$ cat config.mk
export PLATFORM = sky130hd
export DESIGN_NAME = inst_trace_buf_flat
export DESIGN_NICKNAME = d
export VERILOG_FILES = /design/src/rtl/inst_trace_buf_pkg.sv /design/src/rtl/inst_trace_buf_if.sv /design/src/rtl/inst_trace_buf_unpack.sv /design/src/rtl/inst_trace_buf.sv /design/src/flat_wrapper.sv
export SDC_FILE = /design/constraint.sdc
export NUM_CORES = 2
export LEC_CHECK = 0
export ABC_AREA = 1
export CORE_AREA = 2 2 606 307
export DETAILED_ROUTE_END_ITERATION = 10
export DIE_AREA = 0 0 608 309
export PLACE_DENSITY_LB_ADDON = 0.2
export SETUP_SLACK_MARGIN = 0.5
export SLEW_MARGIN = 20
export SYNTH_ARGS = -nofsm -noshare
export SYNTH_HDL_FRONTEND = slang
export SYNTH_HIERARCHICAL = 1
export SYNTH_SLANG_ARGS = --single-unit
$ cat constraint.sdc
create_clock -name clk -period 9.05 [get_ports clk]
set_clock_uncertainty 0.1 [all_clocks]
set_input_delay 1.81 -clock clk [delete_from_list [all_inputs] [get_ports clk]]
set_output_delay 1.81 -clock clk [all_outputs]
set_load 0.01 [all_outputs]
$ cat src/rtl/inst_trace_buf_pkg.sv
`default_nettype none
// +----------------------------------------------------------------------+
// | Module : riscv_trace_pkg                                             |
// | Desc   : Shared encodings, instruction field ranges and trace states |
// | Rev    : 1.0                                                         |
// +----------------------------------------------------------------------+
package riscv_trace_pkg;

    localparam int c_opcode_hi = 31;
    localparam int c_opcode_lo = 25;
    localparam int c_ra_hi     = 24;
    localparam int c_ra_lo     = 20;
    localparam int c_rb_hi     = 19;
    localparam int c_rb_lo     = 15;
    localparam int c_rc_hi     = 4;
    localparam int c_rc_lo     = 0;
    localparam int c_shamt_hi  = 5;
    localparam int c_shamt_lo  = 0;
    localparam int c_imm_hi    = 11;
    localparam int c_imm_lo    = 0;
    localparam int c_bigimm_hi = 19;
    localparam int c_bigimm_lo = 0;
    localparam int c_target_hi = 26;
    localparam int c_target_lo = 0;

    localparam logic [6:0]  c_op_addi   = 7'h08;
    localparam logic [6:0]  c_op_branch = 7'h30;
    // NOP is ADDI with every register and immediate field zero
    localparam logic [31:0] c_nop       = {c_op_addi, 25'd0};

    typedef enum logic [1:0] {
        ST_IDLE   = 2'd0,
        ST_ARMED  = 2'd1,
        ST_POST   = 2'd2,
        ST_FROZEN = 2'd3
    } trace_state_t;

endpackage
`default_nettype wire

$ cat src/rtl/inst_trace_buf_if.sv
`default_nettype none
// +----------------------------------------------------------------------+
// | Module : inst_trace_buf_if                                           |
// | Desc   : Retire-lane input bus and decoded valid/ready drain port    |
// | Rev    : 1.0                                                         |
// +----------------------------------------------------------------------+
interface inst_trace_buf_if #(
    parameter int LANES = 2
);
    logic [LANES-1:0]    ret_valid;
    logic [32*LANES-1:0] ret_pc;
    logic [32*LANES-1:0] ret_inst;

    logic                out_valid;
    logic                out_ready;
    logic [31:0]         out_pc;
    logic [31:0]         out_inst;
    logic [1:0]          out_lane;
    logic [4:0]          out_ra;
    logic [4:0]          out_rb;
    logic [4:0]          out_rc;
    logic [11:0]         out_imm;
    logic [5:0]          out_shamt;

    modport master (
        output ret_valid, ret_pc, ret_inst, out_ready,
        input  out_valid, out_pc, out_inst, out_lane,
               out_ra, out_rb, out_rc, out_imm, out_shamt
    );

    modport slave (
        input  ret_valid, ret_pc, ret_inst, out_ready,
        output out_valid, out_pc, out_inst, out_lane,
               out_ra, out_rb, out_rc, out_imm, out_shamt
    );
endinterface
`default_nettype wire

$ cat src/rtl/inst_trace_buf_unpack.sv
`default_nettype none
// +----------------------------------------------------------------------+
// | Module : inst_field_unpack                                           |
// | Desc   : Combinational split of a 32-bit instruction into fields     |
// | Rev    : 1.0                                                         |
// +----------------------------------------------------------------------+
module inst_field_unpack
    import riscv_trace_pkg::*;
(
    input  wire logic [31:0] i_inst,
    output logic [6:0]       o_opcode,
    output logic [4:0]       o_ra,
    output logic [4:0]       o_rb,
    output logic [4:0]       o_rc,
    output logic [5:0]       o_shamt,
    output logic [11:0]      o_imm
);
    assign o_opcode = i_inst[c_opcode_hi:c_opcode_lo];
    assign o_ra     = i_inst[c_ra_hi:c_ra_lo];
    assign o_rb     = i_inst[c_rb_hi:c_rb_lo];
    assign o_rc     = i_inst[c_rc_hi:c_rc_lo];
    assign o_shamt  = i_inst[c_shamt_hi:c_shamt_lo];
    assign o_imm    = i_inst[c_imm_hi:c_imm_lo];
endmodule
`default_nettype wire

$ cat src/rtl/inst_trace_buf.sv
`default_nettype none
// +----------------------------------------------------------------------+
// | Module : inst_trace_buf                                              |
// | Desc   : Multi-lane retire trace buffer with trigger/post capture    |
// | Rev    : 1.0                                                         |
// +----------------------------------------------------------------------+
module inst_trace_buf
    import riscv_trace_pkg::*;
#(
    parameter int LANES = 2,
    parameter int DEPTH = 16,
    parameter int CW    = $clog2(DEPTH)
) (
    input  wire logic           clk,
    input  wire logic           reset,
    inst_trace_buf_if.slave     bus,
    input  wire logic           arm,
    input  wire logic           disarm,
    input  wire logic [CW:0]    post_cnt,
    input  wire logic [31:0]    trig_val,
    input  wire logic [31:0]    trig_mask,
    input  wire logic [6:0]     filt_val,
    input  wire logic [6:0]     filt_mask,
    input  wire logic           drop_nop,
    output logic [CW:0]         count,
    output logic [1:0]          state,
    output logic [CW-1:0]       trig_idx
);

    logic [31:0]   r_mem_pc   [DEPTH];
    logic [31:0]   r_mem_inst [DEPTH];
    logic [1:0]    r_mem_lane [DEPTH];

    trace_state_t  r_state, w_state_nxt, w_cap_state;
    logic [CW-1:0] r_head, r_tail, r_trig_idx;
    logic [CW:0]   r_count, r_remaining, r_post_cnt;
    logic [31:0]   r_trig_val, r_trig_mask;
    logic [6:0]    r_filt_val, r_filt_mask;
    logic          r_drop_nop;

    logic [LANES-1:0] w_acc, w_trig, w_we;
    logic [CW-1:0]    w_waddr [LANES];
    logic [CW-1:0]    w_trig_addr, w_head_nxt, w_tail_nxt;
    logic             w_trig_hit, w_arm_go, w_pop;
    logic [2:0]       w_n_armed, w_n_post;
    logic [CW:0]      w_rem_nxt, w_cap, w_count_nxt;
    logic [CW+1:0]    w_cnt_full;
    logic             w_unused_cnt_msb;

    generate
        for (genvar gi = 0; gi < LANES; gi++) begin : g_lane
            logic [31:0] w_inst;
            logic [6:0]  w_op;
            logic [4:0]  w_unused_ra, w_unused_rb, w_unused_rc;
            logic [5:0]  w_unused_shamt;
            logic [11:0] w_unused_imm;

            assign w_inst = bus.ret_inst[32*gi +: 32];

            inst_field_unpack u_unpack (
                .i_inst   (w_inst),
                .o_opcode (w_op),
                .o_ra     (w_unused_ra),
                .o_rb     (w_unused_rb),
                .o_rc     (w_unused_rc),
                .o_shamt  (w_unused_shamt),
                .o_imm    (w_unused_imm)
            );

            assign w_acc[gi]  = bus.ret_valid[gi]
                             && ((w_op & r_filt_mask) == (r_filt_val & r_filt_mask))
                             && !(r_drop_nop && (w_inst == c_nop));
            assign w_trig[gi] = ((w_inst & r_trig_mask) == (r_trig_val & r_trig_mask));
        end
    endgenerate

    // Pre-trigger occupancy limit that reserves room for the post-trigger tail
    assign w_cap = (r_post_cnt > (CW+1)'(DEPTH-1)) ? (CW+1)'(1)
                                                   : (CW+1)'(DEPTH) - r_post_cnt;

    // Walk lanes in ascending order, letting the capture state evolve mid-bundle
    always_comb begin
        trace_state_t v_cur;
        logic [CW:0]  v_rem;
        logic [2:0]   v_slot;
        v_cur       = r_state;
        v_rem       = r_remaining;
        v_slot      = 3'd0;
        w_we        = '0;
        w_trig_hit  = 1'b0;
        w_trig_addr = r_tail;
        w_n_armed   = 3'd0;
        w_n_post    = 3'd0;
        for (int i = 0; i < LANES; i++) begin
            w_waddr[i] = r_tail + CW'(v_slot);
            if (w_acc[i] && (v_cur == ST_ARMED || v_cur == ST_POST)) begin
                w_we[i] = 1'b1;
                v_slot  = v_slot + 3'd1;
                if (v_cur == ST_ARMED) begin
                    w_n_armed = w_n_armed + 3'd1;
                    if (w_trig[i]) begin
                        w_trig_hit  = 1'b1;
                        w_trig_addr = w_waddr[i];
                        v_rem       = r_post_cnt;
                        v_cur       = (r_post_cnt == '0) ? ST_FROZEN : ST_POST;
                    end
                end else begin
                    w_n_post = w_n_post + 3'd1;
                    v_rem    = v_rem - 1'b1;
                    if (v_rem == '0) begin
                        v_cur = ST_FROZEN;
                    end
                end
            end
        end
        w_cap_state = v_cur;
        w_rem_nxt   = v_rem;
    end

    assign w_arm_go = arm && !disarm && (r_state == ST_IDLE || r_state == ST_FROZEN);
    assign w_pop    = bus.out_valid && bus.out_ready;

    always_comb begin
        w_state_nxt = w_cap_state;
        if (disarm && (r_state == ST_ARMED || r_state == ST_POST)) begin
            w_state_nxt = ST_FROZEN;
        end else if (w_arm_go) begin
            w_state_nxt = ST_ARMED;
        end
    end

    // Overflow only drops entries written before the trigger; DEPTH is the hard bound
    always_comb begin
        logic [CW+1:0] v_c1;
        logic [CW-1:0] v_drop;
        v_c1   = {1'b0, r_count} + (CW+2)'(w_n_armed);
        v_drop = '0;
        if (w_n_armed != 3'd0 && v_c1 > {1'b0, w_cap}) begin
            v_drop = CW'(v_c1 - {1'b0, w_cap});
            v_c1   = {1'b0, w_cap};
        end
        w_cnt_full = v_c1 + (CW+2)'(w_n_post);
        if (w_cnt_full > (CW+2)'(DEPTH)) begin
            v_drop     = v_drop + CW'(w_cnt_full - (CW+2)'(DEPTH));
            w_cnt_full = (CW+2)'(DEPTH);
        end
        w_head_nxt  = r_head + v_drop;
        w_tail_nxt  = r_tail + CW'(w_n_armed + w_n_post);
        w_count_nxt = w_cnt_full[CW:0];
        if (w_arm_go) begin
            w_head_nxt  = '0;
            w_tail_nxt  = '0;
            w_count_nxt = '0;
        end else if (w_pop) begin
            w_head_nxt  = r_head + 1'b1;
            w_count_nxt = r_count - 1'b1;
        end
    end

    assign w_unused_cnt_msb = w_cnt_full[CW+1];

    always_ff @(posedge clk) begin
        if (reset) begin
            r_state     <= ST_IDLE;
            r_head      <= '0;
            r_tail      <= '0;
            r_count     <= '0;
            r_remaining <= '0;
            r_trig_idx  <= '0;
            r_post_cnt  <= '0;
            r_trig_val  <= '0;
            r_trig_mask <= '0;
            r_filt_val  <= '0;
            r_filt_mask <= '0;
            r_drop_nop  <= 1'b0;
        end else begin
            r_state     <= w_state_nxt;
            r_head      <= w_head_nxt;
            r_tail      <= w_tail_nxt;
            r_count     <= w_count_nxt;
            r_remaining <= w_rem_nxt;
            if (w_trig_hit) begin
                r_trig_idx <= w_trig_addr;
            end
            if (w_arm_go) begin
                r_post_cnt  <= post_cnt;
                r_trig_val  <= trig_val;
                r_trig_mask <= trig_mask;
                r_filt_val  <= filt_val;
                r_filt_mask <= filt_mask;
                r_drop_nop  <= drop_nop;
            end
        end
    end

    always_ff @(posedge clk) begin
        for (int i = 0; i < LANES; i++) begin
            if (w_we[i]) begin
                r_mem_pc[w_waddr[i]]   <= bus.ret_pc[32*i +: 32];
                r_mem_inst[w_waddr[i]] <= bus.ret_inst[32*i +: 32];
                r_mem_lane[w_waddr[i]] <= 2'(i);
            end
        end
    end

    logic [6:0] w_unused_rd_op;

    inst_field_unpack u_rd_unpack (
        .i_inst   (r_mem_inst[r_head]),
        .o_opcode (w_unused_rd_op),
        .o_ra     (bus.out_ra),
        .o_rb     (bus.out_rb),
        .o_rc     (bus.out_rc),
        .o_shamt  (bus.out_shamt),
        .o_imm    (bus.out_imm)
    );

    assign bus.out_valid = (r_count != '0) && (r_state == ST_IDLE || r_state == ST_FROZEN);
    assign bus.out_pc    = r_mem_pc[r_head];
    assign bus.out_inst  = r_mem_inst[r_head];
    assign bus.out_lane  = r_mem_lane[r_head];
    assign count         = r_count;
    assign state         = r_state;
    assign trig_idx      = r_trig_idx;

endmodule
`default_nettype wire

$ cat src/flat_wrapper.sv
// flat-port wrapper written by rule: the top's interface ports become plain ports
module inst_trace_buf_flat import riscv_trace_pkg::*;
#(
    parameter int LANES = 2,
    parameter int DEPTH = 16,
    parameter int CW    = $clog2(DEPTH)
)
  (clk, reset, arm, disarm, post_cnt, trig_val, trig_mask, filt_val, filt_mask, drop_nop, count, state, trig_idx, bus_ret_valid, bus_ret_pc, bus_ret_inst, bus_out_ready, bus_out_valid, bus_out_pc, bus_out_inst, bus_out_lane, bus_out_ra, bus_out_rb, bus_out_rc, bus_out_imm, bus_out_shamt);
  inst_trace_buf_if #(.LANES(LANES)) bus_i ();
  input  wire logic clk;
  input  wire logic reset;
  input  wire logic arm;
  input  wire logic disarm;
  input  wire logic [CW:0] post_cnt;
  input  wire logic [31:0] trig_val;
  input  wire logic [31:0] trig_mask;
  input  wire logic [6:0] filt_val;
  input  wire logic [6:0] filt_mask;
  input  wire logic drop_nop;
  output logic [CW:0] count;
  output logic [1:0] state;
  output logic [CW-1:0] trig_idx;
  input wire logic [$bits(bus_i.ret_valid)-1:0] bus_ret_valid;
  input wire logic [$bits(bus_i.ret_pc)-1:0] bus_ret_pc;
  input wire logic [$bits(bus_i.ret_inst)-1:0] bus_ret_inst;
  input wire logic [$bits(bus_i.out_ready)-1:0] bus_out_ready;
  output wire logic [$bits(bus_i.out_valid)-1:0] bus_out_valid;
  output wire logic [$bits(bus_i.out_pc)-1:0] bus_out_pc;
  output wire logic [$bits(bus_i.out_inst)-1:0] bus_out_inst;
  output wire logic [$bits(bus_i.out_lane)-1:0] bus_out_lane;
  output wire logic [$bits(bus_i.out_ra)-1:0] bus_out_ra;
  output wire logic [$bits(bus_i.out_rb)-1:0] bus_out_rb;
  output wire logic [$bits(bus_i.out_rc)-1:0] bus_out_rc;
  output wire logic [$bits(bus_i.out_imm)-1:0] bus_out_imm;
  output wire logic [$bits(bus_i.out_shamt)-1:0] bus_out_shamt;
  assign bus_i.ret_valid = bus_ret_valid;
  assign bus_i.ret_pc = bus_ret_pc;
  assign bus_i.ret_inst = bus_ret_inst;
  assign bus_i.out_ready = bus_out_ready;
  assign bus_out_valid = bus_i.out_valid;
  assign bus_out_pc = bus_i.out_pc;
  assign bus_out_inst = bus_i.out_inst;
  assign bus_out_lane = bus_i.out_lane;
  assign bus_out_ra = bus_i.out_ra;
  assign bus_out_rb = bus_i.out_rb;
  assign bus_out_rc = bus_i.out_rc;
  assign bus_out_imm = bus_i.out_imm;
  assign bus_out_shamt = bus_i.out_shamt;
  inst_trace_buf #(.LANES(LANES), .DEPTH(DEPTH), .CW(CW)) u_core (.clk(clk), .reset(reset), .bus(bus_i), .arm(arm), .disarm(disarm), .post_cnt(post_cnt), .trig_val(trig_val), .trig_mask(trig_mask), .filt_val(filt_val), .filt_mask(filt_mask), .drop_nop(drop_nop), .count(count), .state(state), .trig_idx(trig_idx));
endmodule
==> flow_summary.json <==
{
  "fin_tns_setup_ns": 0,
  "min_period_ns": 8.24,
  "irDropWorstVdd_uv": 171,
  "cts.sinks": 1148,
  "wl_per_cell_um": 24.9,
  "dp_cells": 8746,
  "crit_fanout": 4,
  "drive_above_1_share": 0.0899,
  "grt_usage": 0.232,
  "hold_buffers": 0,
  "p_leak_nw": 26.3,
  "final_util": 0.381,
  "ys_warn_count": 6,
  "area_delta_synth_final_pct": 16.9,
  "slew_headroom": 0.152,
  "final_max_slew_viol_count": 0,
  "path_buf_inv": 12,
  "grt_overflow": 0,
  "port_buffers": 328,
  "slowest_stage": "fa_2",
  "min_period_over_period": 0.911,
  "via_per_inst": 5.31,
  "worstPathRequired_ns": 9.51,
  "status": "finished clean",
  "drt_pass1_iterations": 6,
  "netlist_instances": 6454,
  "cap_violations": 0,
  "startpoint_type": "primary input",
  "dieHeight_um": 309,
  "tritoncts": "yes",
  "holdWs_ns": 0.348,
  "ctsLongestPathBuffers": 3,
  "fillers": 18100,
  "avgSynthCellArea_sq_um": 9.19,
  "netlist_area_sq_um": 59300,
  "antenna_found_initial": 10,
  "slowest_delay_ns": 0.56,
  "min_path_type": "reg -> reg",
  "syn_nets": 6710,
  "critPathArrivalTime_ns": 8.70,
  "worst-setup-path-type": "in -> reg",
  "via_count": 47600,
  "clk_pin_slew_ns": 0.07,
  "fin_cells": 8970,
  "endpoint_kind": "flip-flop",
  "setup_viol_count_final": 0,
  "clkLatencyLatePin_ns": 0.73,
  "clock.fmax_mhz": 121,
  "initial_core_util": 0.326,
  "drtIter0Drc": 5888,
  "crit_family": "adder cells",
  "dp_hpwl_um": 126000,
  "rows": 111,
  "powerDensity_nw_per_um2": 239,
  "place_congestion": 0.907,
  "worst_slew_pin_slew_ns": 1.27,
  "hold_viol": 0,
  "dieArea_sq_um": 188000,
  "wl_um": 223000,
  "grt_pass1_vias": 43800,
  "num_io_pins": 330,
  "cpMostUsedCell": "nand2_4",
  "grt_pass1_wl_um": 321000,
  "rsz0062_at_grt": "true",
  "core_area_sq_um": 182000,
  "cts_htree_levels": 3,
  "grt_start_max_net_pins": 183,
  "finalPower_mw": 16.6,
  "die_w_um": 608,
  "route.detailed.drc": 0,
  "clockRootBuffer": "clkbuf_16",
  "cts_buffers": 110,
  "fin_nets": 6702,
  "antenna_left": 0
}
==> state kept, by name, summed over array words and instances, names as in the netlist, 2 cells and up <==
name	count
u_core/r_head	4
u_core/r_filt_val	7
u_core/r_mem_inst	512
u_core/r_mem_lane	16
u_core/trig_idx	4
u_core/r_post_cnt	5
u_core/state	2
u_core/r_remaining	5
u_core/count	5
u_core/r_trig_val	32
u_core/r_mem_pc	512
u_core/r_trig_mask	32
u_core/r_tail	4
u_core/r_filt_mask	7
==> tightest hold or removal path: stages (launching register included) <==
cell and delay, ns:
dfxtp_1 0.31, nand2_1 0.06, nand2_1 0.04
==> path summary, 6_finish.rpt <==
check,startpoint,to,slack (ns),cells past startpoint
min,u_core/r_mem_lane[4],u_core/r_mem_lane[4],0.35,2
max,bus_ret_inst[24],u_core/r_head[3],0.81,50
max reg2reg,u_core/state[1],u_core/r_head[3],1.42,51
min reg2reg,u_core/r_mem_lane[4],u_core/r_mem_lane[4],0.35,2
==> placed cells by master, fill, tap and decap left out, types with 9 or more instances in the layout <==
master and instances:
a21oi_1 316, buf_12 36, buf_4 191, buf_6 11
bufinv_16 12, clkbuf_1 18, clkbuf_16 113, clkbuf_2 18
clkdlybuf4s50_1 295, clkinv_1 25, clkinv_2 27, dfxtp_1 120
edfxtp_1 1024, ha_1 25, inv_1 412, inv_2 16
mux2i_1 260, nand2_1 1285, nand2_2 13, nand2_4 39
nand3_1 148, nand4_1 15, nor2_1 202, nor3_1 9
o211ai_1 264, o21ai_0 1442, o21ai_1 14, o21ai_2 14
or2_2 16, xnor2_1 14, xor2_1 21
==> where the power goes <==
group          internal (mW)  total (mW)  switching (mW)
clock                   2.63        4.83            2.20
combinational           2.23        5.58            3.34
sequential              5.98        6.20           0.211
total                   10.8        16.6            5.76
==> area by class of cell <==
| class | count | area [sq um] | share of cell area |
|---|---|---|---|
| repair buffers | 564 | 5480 | 0.0790 |
| multi-input cells | 4186 | 22400 | 0.322 |
| clock inverters | 73 | 686 | 0.00988 |
| inverters | 436 | 1660 | 0.0240 |
| diodes | 3 | 7.51 | 0.000108 |
| clock buffers | 131 | 2900 | 0.0417 |
| flip-flops and latches | 1148 | 33200 | 0.479 |
| well taps | 2429 | 3040 | 0.0438 |
==> per-layer routing <==
metal	wire length, um	up-vias	share of wire	track usage
met2	96000	2042	0.43	0.348
met5	44	-	0.00020	0
met1	106000	23100	0.47	0.355
li1	-	22300	-	-
met3	18400	215	0.082	0.0359
met4	3170	6	0.014	0.0380
==> repair_timing <==
item,in CTS,in global routing
pin swaps,19,70
setup endpoints to repair,4,7
resized for setup,56,142
buffers inserted,5,12
==> per-stage QoR <==
stage	instance area, sq um	setup WS, ns
after floorplan	59400	0.509
after global placement	65300	-0.837
after detailed placement	65300	-0.736
after CTS	69000	0.501
after global routing	69400	0.401
final	69400	0.805
Power figures use the tool's default switching activity.
